==> src/rtl/instr_encoder.sv <==
// Encodes decoded instruction field bundles into 32-bit MIPS-style words.
// Each word is tagged with a byte address and queued in a 2-entry output FIFO.
module instr_encoder #(
   parameter logic [31:0] RESET_BASE = 32'h0000_0000
) (
   input  logic        clk,
   input  logic        rst_n,
   input  logic        in_valid,
   output logic        in_ready,
   input  logic [2:0]  in_kind,
   input  logic [4:0]  rs,
   input  logic [4:0]  rt,
   input  logic [4:0]  rd,
   input  logic [5:0]  funct,
   input  logic [15:0] imm,
   input  logic [25:0] target,
   input  logic        base_load,
   input  logic [31:0] base_addr,
   input  logic        halt_clr,
   output logic        out_valid,
   input  logic        out_ready,
   output logic [31:0] out_word,
   output logic [31:0] out_addr,
   output logic        err,
   output logic        halted
);

   localparam logic [2:0] KIND_R    = 3'd0;
   localparam logic [2:0] KIND_LW   = 3'd1;
   localparam logic [2:0] KIND_SW   = 3'd2;
   localparam logic [2:0] KIND_ADDI = 3'd3;
   localparam logic [2:0] KIND_BEQ  = 3'd4;
   localparam logic [2:0] KIND_J    = 3'd5;

   localparam logic [5:0] OP_LW   = 6'b100011;
   localparam logic [5:0] OP_SW   = 6'b101011;
   localparam logic [5:0] OP_ADDI = 6'b001000;
   localparam logic [5:0] OP_BEQ  = 6'b000100;
   localparam logic [5:0] OP_J    = 6'b000010;

   typedef enum logic {
      ST_RUN  = 1'b0,
      ST_HALT = 1'b1
   } state_t;

   state_t      state;
   state_t      state_n;

   // FIFO entry 0 is the head shown on the outputs, entry 1 the tail
   logic [31:0] word_p0;
   logic [31:0] addr_p0;
   logic        vld_p0;
   logic [31:0] word_p1;
   logic [31:0] addr_p1;
   logic        vld_p1;

   logic [31:0] word0_n;
   logic [31:0] addr0_n;
   logic        vld0_n;
   logic [31:0] word1_n;
   logic [31:0] addr1_n;
   logic        vld1_n;

   logic [31:0] cnt;
   logic [31:0] cnt_n;
   logic        err_q;
   logic        err_n;

   logic        legal;
   logic        full;
   logic        pop;
   logic        accept;
   logic        push;
   logic [31:0] enc_word;
   logic [31:0] tag;

   function automatic logic is_legal(input logic [2:0] kind);
      return (kind <= KIND_J);
   endfunction

   function automatic logic [31:0] encode(
      input logic [2:0]  kind,
      input logic [4:0]  f_rs,
      input logic [4:0]  f_rt,
      input logic [4:0]  f_rd,
      input logic [5:0]  f_funct,
      input logic [15:0] f_imm,
      input logic [25:0] f_target
   );
      logic [31:0] w;
      w = 32'h0000_0000;
      case (kind)
         KIND_R:    w = {6'b000000, f_rs, f_rt, f_rd, 5'b00000, f_funct};
         KIND_LW:   w = {OP_LW, f_rs, f_rt, f_imm};
         KIND_SW:   w = {OP_SW, f_rs, f_rt, f_imm};
         KIND_ADDI: w = {OP_ADDI, f_rs, f_rt, f_imm};
         KIND_BEQ:  w = {OP_BEQ, f_rs, f_rt, f_imm};
         KIND_J:    w = {OP_J, f_target};
         default:   w = 32'h0000_0000;
      endcase
      return w;
   endfunction

   assign legal    = is_legal(in_kind);
   assign full     = vld_p0 & vld_p1;
   assign pop      = vld_p0 & out_ready;
   // Gated with rst_n so the handshake is closed for the whole reset window
   assign in_ready = rst_n & (state == ST_RUN) & (~full | pop);
   assign accept   = in_valid & in_ready;
   assign push     = accept & legal;
   assign enc_word = encode(in_kind, rs, rt, rd, funct, imm, target);
   assign tag      = base_load ? base_addr : cnt;

   assign out_valid = vld_p0;
   assign out_word  = word_p0;
   assign out_addr  = addr_p0;
   assign err       = err_q;
   assign halted    = (state == ST_HALT);

   always_comb begin
      state_n = state;
      err_n   = 1'b0;
      case (state)
         ST_RUN: begin
            if (accept && !legal) begin
               state_n = ST_HALT;
               err_n   = 1'b1;
            end
         end
         ST_HALT: begin
            if (halt_clr) begin
               state_n = ST_RUN;
            end
         end
         default: state_n = ST_RUN;
      endcase
   end

   always_comb begin
      cnt_n = cnt;
      if (push) begin
         cnt_n = tag + 32'd4;
      end else if (base_load) begin
         cnt_n = base_addr;
      end
   end

   always_comb begin
      word0_n = word_p0;
      addr0_n = addr_p0;
      vld0_n  = vld_p0;
      word1_n = word_p1;
      addr1_n = addr_p1;
      vld1_n  = vld_p1;
      if (pop) begin
         word0_n = word_p1;
         addr0_n = addr_p1;
         vld0_n  = vld_p1;
         vld1_n  = 1'b0;
         if (push) begin
            if (vld_p1) begin
               word1_n = enc_word;
               addr1_n = tag;
               vld1_n  = 1'b1;
            end else begin
               word0_n = enc_word;
               addr0_n = tag;
               vld0_n  = 1'b1;
            end
         end
      end else if (push) begin
         if (!vld_p0) begin
            word0_n = enc_word;
            addr0_n = tag;
            vld0_n  = 1'b1;
         end else begin
            word1_n = enc_word;
            addr1_n = tag;
            vld1_n  = 1'b1;
         end
      end
   end

   always_ff @(posedge clk or negedge rst_n) begin
      if (!rst_n) begin
         state <= ST_RUN;
      end else begin
         state <= state_n;
      end
   end

   // Registered stage: FIFO entries, address counter and error pulse
   always_ff @(posedge clk or negedge rst_n) begin
      if (!rst_n) begin
         word_p0 <= 32'h0000_0000;
         addr_p0 <= 32'h0000_0000;
         vld_p0  <= 1'b0;
         word_p1 <= 32'h0000_0000;
         addr_p1 <= 32'h0000_0000;
         vld_p1  <= 1'b0;
         cnt     <= RESET_BASE;
         err_q   <= 1'b0;
      end else begin
         word_p0 <= word0_n;
         addr_p0 <= addr0_n;
         vld_p0  <= vld0_n;
         word_p1 <= word1_n;
         addr_p1 <= addr1_n;
         vld_p1  <= vld1_n;
         cnt     <= cnt_n;
         err_q   <= err_n;
      end
   end

endmodule

==> config.mk <==
export PLATFORM = sky130hd
export DESIGN_NAME = instr_encoder
export DESIGN_NICKNAME = d
export VERILOG_FILES = /design/src/rtl/instr_encoder.sv
export SDC_FILE = /design/constraint.sdc
export NUM_CORES = 1
export LEC_CHECK = 0
export BUFFER_PORTS_ARGS = -buffer_cell sky130_fd_sc_hd__buf_2
export CAP_MARGIN = 10
export CORE_ASPECT_RATIO = 1.2
export CORE_MARGIN = 10
export CORE_UTILIZATION = 55
export CTS_CLUSTER_DIAMETER = 50
export DETAILED_ROUTE_END_ITERATION = 10
export PLACE_DENSITY = 0.82
export SYNTH_ARGS = -nofsm -noshare
export SYNTH_HDL_FRONTEND = slang
export SYNTH_SLANG_ARGS = --single-unit
==> constraint.sdc <==
create_clock -name clk -period 2.05 [get_ports clk]
set_input_delay 0 -clock clk [delete_from_list [all_inputs] [get_ports clk]]
set_output_delay 0 -clock clk [all_outputs]
set_load 0.05 [all_outputs]
# ---- After elaboration in Yosys (flattened, before gate mapping)
# Index checks and enable logic that the tools add are counted.
dict set report classes {
  muxes 35
  eq_ne 7
  magnitude_cmp 1
  bitwise_logic 9
  add_sub_neg 1
  n_reduce_logical 8
}
# operator n
set op_table {}
lappend op_table {{2-to-1 mux 32 bit} 22}
lappend op_table {{one-hot mux 32 bit (6 select lines)} 1}
lappend op_table {{adder 32 x 3 -> 32 bit, second input constant} 1}
lappend op_table {{2-to-1 mux 1 bit} 11}
lappend op_table {{AND 1 bit} 6}
lappend op_table {{== test 3 x 2 -> 1 bit, second input constant} 2}
lappend op_table {{== test 3 bit, second input constant} 2}
lappend op_table {{AND reduction 2 bit} 2}
lappend op_table {{nonzero test 2 bit} 2}
lappend op_table {{== test 3 x 1 -> 1 bit, second input constant} 1}
lappend op_table {{less-or-equal comparator 3 bit, second input constant} 1}
lappend op_table {{logical NOT 3 bit} 1}
lappend op_table {{AND reduction 3 bit} 1}
lappend op_table {{!= test 2 x 1 -> 1 bit, second input constant} 1}
lappend op_table {{!= test 2 bit, second input constant} 1}
lappend op_table {{inverter 1 bit} 2}
lappend op_table {{one-hot mux 1 bit (2 select lines)} 1}
lappend op_table {{logical AND 1 bit} 1}
lappend op_table {{logical NOT 1 bit} 1}
lappend op_table {{bitwise OR 1 bit} 1}
dict set report totals {
  wordCells 70
  regBits 164
}

# ---- Depth between registers and ports, before layout
# Gate-level depths: netlist of run 1.
dict set report depth {
  ltp_word 8
  ltp_mapped 10
  depth_no_buf 7
}

# ---- Least setup slack after synthesis of run 1
# No wires, ideal clock.
dict set report synth_timing {
  path_kind {register -> register}
  startpoint {register state, in the netlist halted}
  endpoint {register addr_p1[0]}
  setup_ns 0.125
  slack_ns -0.045
  arrival_ns 1.970
  path_stages_with_launch 7
  cell_sequence {dfrtp_1 > and3b_1 > nand3_1 > or2_2 > buf_2 > buf_6 > mux2_2}
}
dict set report synth_via {
  elab_chain_len 6
}
# element line_no
set synth_lines {}
lappend synth_lines {{from (decl)} 46} ;# state_t state;
lappend synth_lines {{from (signal assigned)} 188} ;# state <= state_n;
lappend synth_lines {{inverter 1 bit} -}
lappend synth_lines {{AND 1 bit (2 in series)} 108} ;# assign in_ready = rst_n & (state == ST_RUN) & (~full | pop);
lappend synth_lines {{AND 1 bit} 109} ;# assign accept = in_valid & in_ready;
lappend synth_lines {{AND 1 bit} 110} ;# assign push = accept & legal;
lappend synth_lines {{AND reduction 3 bit (no source line)} -}
lappend synth_lines {{to (signal assigned)} 208} ;# addr_p1 <= addr1_n;
lappend synth_lines {{to (decl)} 54} ;# logic [31:0] addr_p1;
# Every way passes these cells.
# A chain may end at the register's enable or synchronous reset.

# ---- Final worst setup path of run 1
dict set report layout_timing {
  startpoint {register vld_p1}
  endpoint {register cnt[29]}
}
dict set report layout_via {
  elab_chain_len 7
}
# element line_no
set layout_lines {}
lappend layout_lines {{from (decl)} 55} ;# logic vld_p1;
lappend layout_lines {{from (signal assigned)} 209} ;# vld_p1 <= vld1_n;
lappend layout_lines {{AND 1 bit} 105} ;# assign full = vld_p0 & vld_p1;
lappend layout_lines {{inverter 1 bit} 108}
lappend layout_lines {{bitwise OR 1 bit} 108}
lappend layout_lines {{AND 1 bit} 108}
lappend layout_lines {{AND 1 bit} 109}
lappend layout_lines {{AND 1 bit} 110}
lappend layout_lines {{2-to-1 mux 32 bit} 141} ;# if (push) begin
lappend layout_lines {{net cnt_n[29]} 65} ;# logic [31:0] cnt_n;
lappend layout_lines {{to (signal assigned)} 210} ;# cnt <= cnt_n;
lappend layout_lines {{to (decl)} 64} ;# logic [31:0] cnt;
# The timed path passes the listed nets, and every way through them passes these cells.

==> metrics.csv, run 1 <==
metric;value;unit
outcome;finished clean;
ff2ff_path_depth;5;
slowest_delay;0.44;ns
ios;172;
final.setup.tns;0;ns
cts.sinks;160;
worstPathRequired;2.39;ns
clkSlewWorstSetupHoldPaths;0.06;ns
drv_slew;0;
hp-class;primary input to register;
post-route-util;0.7225;
async_flop_share;1.000;
hold_start;target[17];
yosys.area.top_type;dfrtp_1;
drtIter0Drc;400;
worst-r2r-setup-slack;0.09;ns
portBuffers;170;
setup.worst_path.start_class;register;
grt_max_degree;143;
initial_core_util;0.5603;
root_buffer;clkbuf_16;
syn_inst;791;
clockBufferDepth;2;
avgSynthCellArea;10.17;µm²
antenna_found_initial;2;
total_power;14.16;mW
route.vias.total;6767;
peakVddDrop;687.4;µV
grt_pass1_wl;35980;µm
die_h;152.5;µm
synth_nets;896;
synth_top_area_share;0.4978;
yosysSeqAreaShare;0.4978;
drive_gt1_frac;0.3006;
first_global_vias;7128;
worst-setup-path-type;register to register;
cts-buffers-inserted;17;
max_cap_violations;0;
relSlewSlack;0.3947;
cts_tree;done;
core_area;0.01435;mm²
dieArea;0.01988;mm²
path_cells;and3b_1 -> nor4_4 -> nand4_2 -> nor4_2 -> xnor2_1;
dominantRegCellSynth;dfrtp_1;
cts_max_level;4;
p_leak;5.002;nW
diodes;0;
grt_use_total;0.2245;
drtAntennaViolNets;0;
r2r-start;vld_p1;
totalWireLength;21890;µm
cpMaxStageDelayCell;nor4_4;
fin_crit_sh;0.9563;
worstPathArrival;2.30;ns
viasPerCell;5.672;
end_kind;register;
dr.pass1.iters;5;
powerDensity;1365;mW/mm²
drc;0;
area_growth;28.95;%
die_x;130.4;µm
cp_max_fo;7;
synth_cell_type_count;52;
fmax;0.5101;GHz
dpl.hpwl;14660;µm
nNetsFinal;1110;
clk_latency;0.43;ns
final_cell_mix;buf_2 (169), dfrtp_1 (158), nand2_1 (83), a21oi_1 (80), o21ai_0 (80);
globalplace.congestion;0.8564;
ys_ff_latch;160;
final_common_cell;buf_2;
whs_path_depth;4;
fin_crit;1.960;ns
reg2reg_to;cnt[29];
wire_per_inst;18.34;µm
finalHoldViolCount;0;
netlist_area;0.008043;mm²
synth_top_cells_by_area;dfrtp_1 (50%), mux2_2 (7.1%), mux2i_1 (5.5%), a21oi_1 (5.0%), o21ai_0 (5.0%);
setup.worst_path.start;vld_p1;
rsz0062_at_grt;true;
hold_end;word_p1[17];
fp-row-count;48;
grt_overflow;0;
skew;0.008551;ns
setup_viol;0;
worst_pin_slew;0.9049;ns
ys_warn_count;0;
synth-edff-count;0;
==> registers in the layout, summed over array words and instances (netlist names) <==
| signal | count |
|---|---|
| err | 1 |
| out_addr | 32 |
| word_p1 | 30 |
| vld_p1 | 1 |
| out_valid | 1 |
| halted | 1 |
| cnt | 32 |
| out_word | 30 |
| addr_p1 | 32 |
==> cells in the mapped netlist (all sizes together) (8+ instances only) <==
master and count:
dfrtp 160, nand2 83, a21oi 80, o21ai 80, nor2 52, mux2 51, mux2i 44, clkbuf 35
buf 23, a21o 22, a2bb2oi 21, nand3 17, a22oi 15, xnor2 15, xor2 13, nor2b 12
nor3 9, nand3b 8
==> kinds of logic after synthesis <==
group,count (synthesis),share of synthesized area
AO/OA/AOI/OAI,234,0.1753
AND/OR/NAND/NOR,208,0.1301
flip-flops,160,0.4978
multiplexers,95,0.1262
buffers and inverters,64,0.03811
XOR/XNOR,28,0.03049
adder cells (fa/ha/maj),1,0.001555
other,1,0.0004663
==> per-stage QoR <==
stage	instances	cell area (µm²)	setup slack [ns]	hold WS, ns
after floorplan	791	8045	0.04428	-0.2956
after global placement	1109	9215	0.1921	-0.1235
after detailed placement	1109	9215	0.09959	-0.1234
after CTS	1191	10340	0.09231	-0.5072
after global routing	1193	10370	-0.07297	0.01894
final	1193	10370	0.08952	0.01450
==> repair_timing <==
action,4_1_cts,5_1_grt
hold endpoints to repair,229,19
hold buffers,50,2
setup buffers,0,0
resized for setup,0,2
endpoints found under the setup margin,0,7
==> where the power goes <==
group	total (mW)	internal (mW)	switching, mW	leakage, nW
Sequential	5.02	4.39	0.630	1.93
Clock	3.30	1.99	1.31	0.295
Combinational	5.84	1.81	4.02	2.77
==> worst max path at each step <==
stage                       to  slack [ns]  depth (start not counted)
floorplan           addr_p1[0]        0.04                          6
global placement       cnt[28]        0.19                          5
detailed placement     cnt[24]         0.1                          5
CTS                    cnt[24]        0.09                          5
global route           cnt[29]       -0.07                          5
finish                 cnt[29]        0.09                          5
==> metal layers <==
layer	vias up	wire length (µm)	global-route usage
li1	3232	-	-
met1	3274	8690	0.2605
met2	224	11160	0.3781
met3	37	1641	0.07031
met4	0	390	0.08117
met5	-	0	0
==> worst max-delay path: cells and delay by family (launching register included) <==
family | cells | cell delay [ns]
xor gates and xnor gates | 1 | 0.16
and+or+nand+nor | 4 | 1.27
DFF | 1 | 0.43
==> final cells by class <==
| cell class | instances | area (µm²) |
|---|---|---|
| multi-input combinational | 567 | 3761 |
| timing repair buffer | 253 | 1745 |
| sequential | 160 | 4006 |
| tap | 175 | 219.0 |
| clock inverter | 11 | 156.4 |
| inverter | 6 | 22.52 |
| fill | 1000 | 3983 |
| clock buffer | 21 | 460.4 |
Note: power is estimated with default switching activity, not from simulation.
==> run 2: changes to the inputs <==
--- a/config.mk
+++ b/config.mk
@@ -7,12 +7,12 @@
 export LEC_CHECK = 0
 export BUFFER_PORTS_ARGS = -buffer_cell sky130_fd_sc_hd__buf_2
 export CAP_MARGIN = 10
-export CORE_ASPECT_RATIO = 1.2
+export CORE_ASPECT_RATIO = 1.4
 export CORE_MARGIN = 10
-export CORE_UTILIZATION = 55
+export CORE_UTILIZATION = 50
 export CTS_CLUSTER_DIAMETER = 50
 export DETAILED_ROUTE_END_ITERATION = 10
-export PLACE_DENSITY = 0.82
+export PLACE_DENSITY = 0.76
 export SYNTH_ARGS = -nofsm -noshare
 export SYNTH_HDL_FRONTEND = slang
 export SYNTH_SLANG_ARGS = --single-unit
==> run 2 against run 1 <==
Fmax fell by 2.6%. Cell area decreased by 1.3%. Combinational power down 2%. Critical path type unchanged. Largest power group unchanged.
==> metrics.csv, run 2 (same netlist as run 1, synthesis figures left out) <==
metric;value;unit;change
met2_wirelength;11010;µm;-1.4%
first_global_vias;6847;;-3.9%
worstPathArrival;2.29;ns;about the same
diodes;0;;unchanged
p_leak;4.944;nW;-1.2%
cp_max_fo;5;;-2
peakVddDrop;994.8;µV;+45%
globalplace.congestion;0.8361;;-2.4%
fmax;0.4970;GHz;-2.6%
cts.sinks;160;;unchanged
fin_crit;2.012;ns;+0.05139 ns
post-route-util;0.6533;;-0.06929
fin_area;0.01024;mm²;-1.3%
end_kind;register;;
setup_viol;0;;unchanged
relSlewSlack;0.4452;;+0.05046
grt_overflow;0;;unchanged
ios;172;;unchanged
cts_max_level;4;;unchanged
antenna_found_initial;0;;-2
cts_tree;done;;
drive_gt1_frac;0.3072;;+0.006645
route.vias.total;6685;;-1.2%
max_cap_violations;0;;unchanged
die_x;127.2;µm;-2.5%
drc;0;;unchanged
clockBufferDepth;2;;unchanged
area_growth;27.32;%;
worst_pin_slew;0.8291;ns;-0.07576 ns
portBuffers;170;;unchanged
dpl.hpwl;14760;µm;+0.68%
initial_core_util;0.5131;;-0.04723
drtIter0Drc;374;;-6.5%
viasPerCell;5.548;;-2.2%
wire_per_inst;17.64;µm;-3.9%
grt_use_total;0.1930;;-0.03158
worstPathRequired;2.33;ns;-0.06 ns
totalWireLength;21250;µm;-2.9%
final_common_cell;buf_2;;
fp-row-count;54;;+13%
cts-buffers-inserted;17;;unchanged
die_h;170.1;µm;+12%
worst-setup-path-type;register to register;;
skew;0.01979;ns;+0.01124 ns
grt_pass1_wl;34360;µm;-4.5%
drv_slew;0;;unchanged
root_buffer;clkbuf_16;;
nNetsFinal;1102;;-0.72%
dieArea;0.02163;mm²;+8.8%
n_fill_cell;1259;;+26%
worst_slack;0.03813;ns;-0.05139 ns
holdWs;0.008058;ns;-0.006445 ns
placed_cell_area;0.009169;mm²;-0.50%
clk_latency;0.42;ns;about the same
outcome;finished clean;;
setup.worst_path.start_class;register;;
finalHoldViolCount;0;;unchanged
drtAntennaViolNets;0;;unchanged
fin_crit_sh;0.9814;;+0.02507
grt_max_degree;76;;-47%
drt-met1-wl;8528;µm;-1.9%
final_cell_mix;buf_2 (169), dfrtp_1 (158), nand2_1 (83), a21oi_1 (80), o21ai_0 (80);;
clkSlewWorstSetupHoldPaths;0.07;ns;about the same
dr_wl_met3;1318;µm;-20%
powerDensity;1348;mW/mm²;-1.2%
core_area;0.01568;mm²;+9.2%
dr.pass1.iters;5;;unchanged
routed.top_layer;met4;;
hp-class;primary input to register;;
rsz0062_at_grt;true;;
pre_cts_ws;0.01081;ns;-0.08878 ns
## run 2: cell types whose count changed in the layout (fill, tap and decap cells not counted), sizes merged, moves of 2 or more
cell         previous run  this run
inv                     7        14
bufinv                  3         1
dlygate4sd3            51        43
clkinv                  5         1
clkbuf                 21        17
clkinvlp                2         4
## run 2: final timing paths
check                               endpoint         start  cells past startpoint  slack (ns)
worst max register to register       cnt[28]        halted                      6        0.04
worst min-delay path             word_p1[19]    target[19]                      4       0.008
min in group asynchronous        word_p1[19]         rst_n                      3        0.19
max in group asynchronous        addr_p1[26]         rst_n                      4        0.58
worst min register to register  out_word[24]  out_word[24]                      1        0.47
worst max-delay path                 cnt[28]        halted                      6        0.04
## run 2: critical path, stage by stage (launching register included)
cell      delay [ns]
dfrtp_2         0.41
nand3b_1        0.30
nor4_4          0.39
buf_4           0.18
nand4_4         0.18
nor4_4          0.32
xnor2_1         0.10
## run 2: power breakdown
part | internal (mW) | switching, mW | total [mW]
combinational | 1.73 | 4.00 | 5.74
clock | 1.71 | 1.38 | 3.09
sequential | 4.39 | 0.593 | 4.98
## run 2: final cells by class
| type | instances | area (µm²) | share of cell area |
|---|---|---|---|
| flip-flops and latches | 160 | 4006 | 0.3913 |
| multi-input cells | 568 | 3800 | 0.3711 |
| repair buffers | 244 | 1595 | 0.1558 |
| clock buffers | 17 | 425.4 | 0.04154 |
| well taps | 196 | 245.2 | 0.02395 |
| clock inverters | 14 | 145.1 | 0.01417 |
| inverters | 6 | 22.52 | 0.002199 |
## run 2: metrics by stage
step                      cells  power [mW]  setup TNS (ns)
after global routing       1205       14.63         -0.1117
after floorplan             791       9.182               0
after CTS                  1201       13.94               0
final                      1205       13.81               0
after global placement     1127       10.59               0
after detailed placement   1127       10.74               0
## run 2: routing by layer
layer / vias up / global-route usage
met1: 3251 / 0.2162
li1: 3218 / -
met3: 29 / 0.05628
met5: - / 0
met4: 0 / 0.05658
met2: 187 / 0.3454
## run 2: what timing repair did
action | CTS | global route
cloned | 0 | 1
hold buffers | 43 | 0
pin swaps | 0 | 4
resized for setup | 1 | 6
endpoints found under the setup margin | 1 | 11
setup buffers | 0 | 3
hold endpoints to repair | 162 | 0
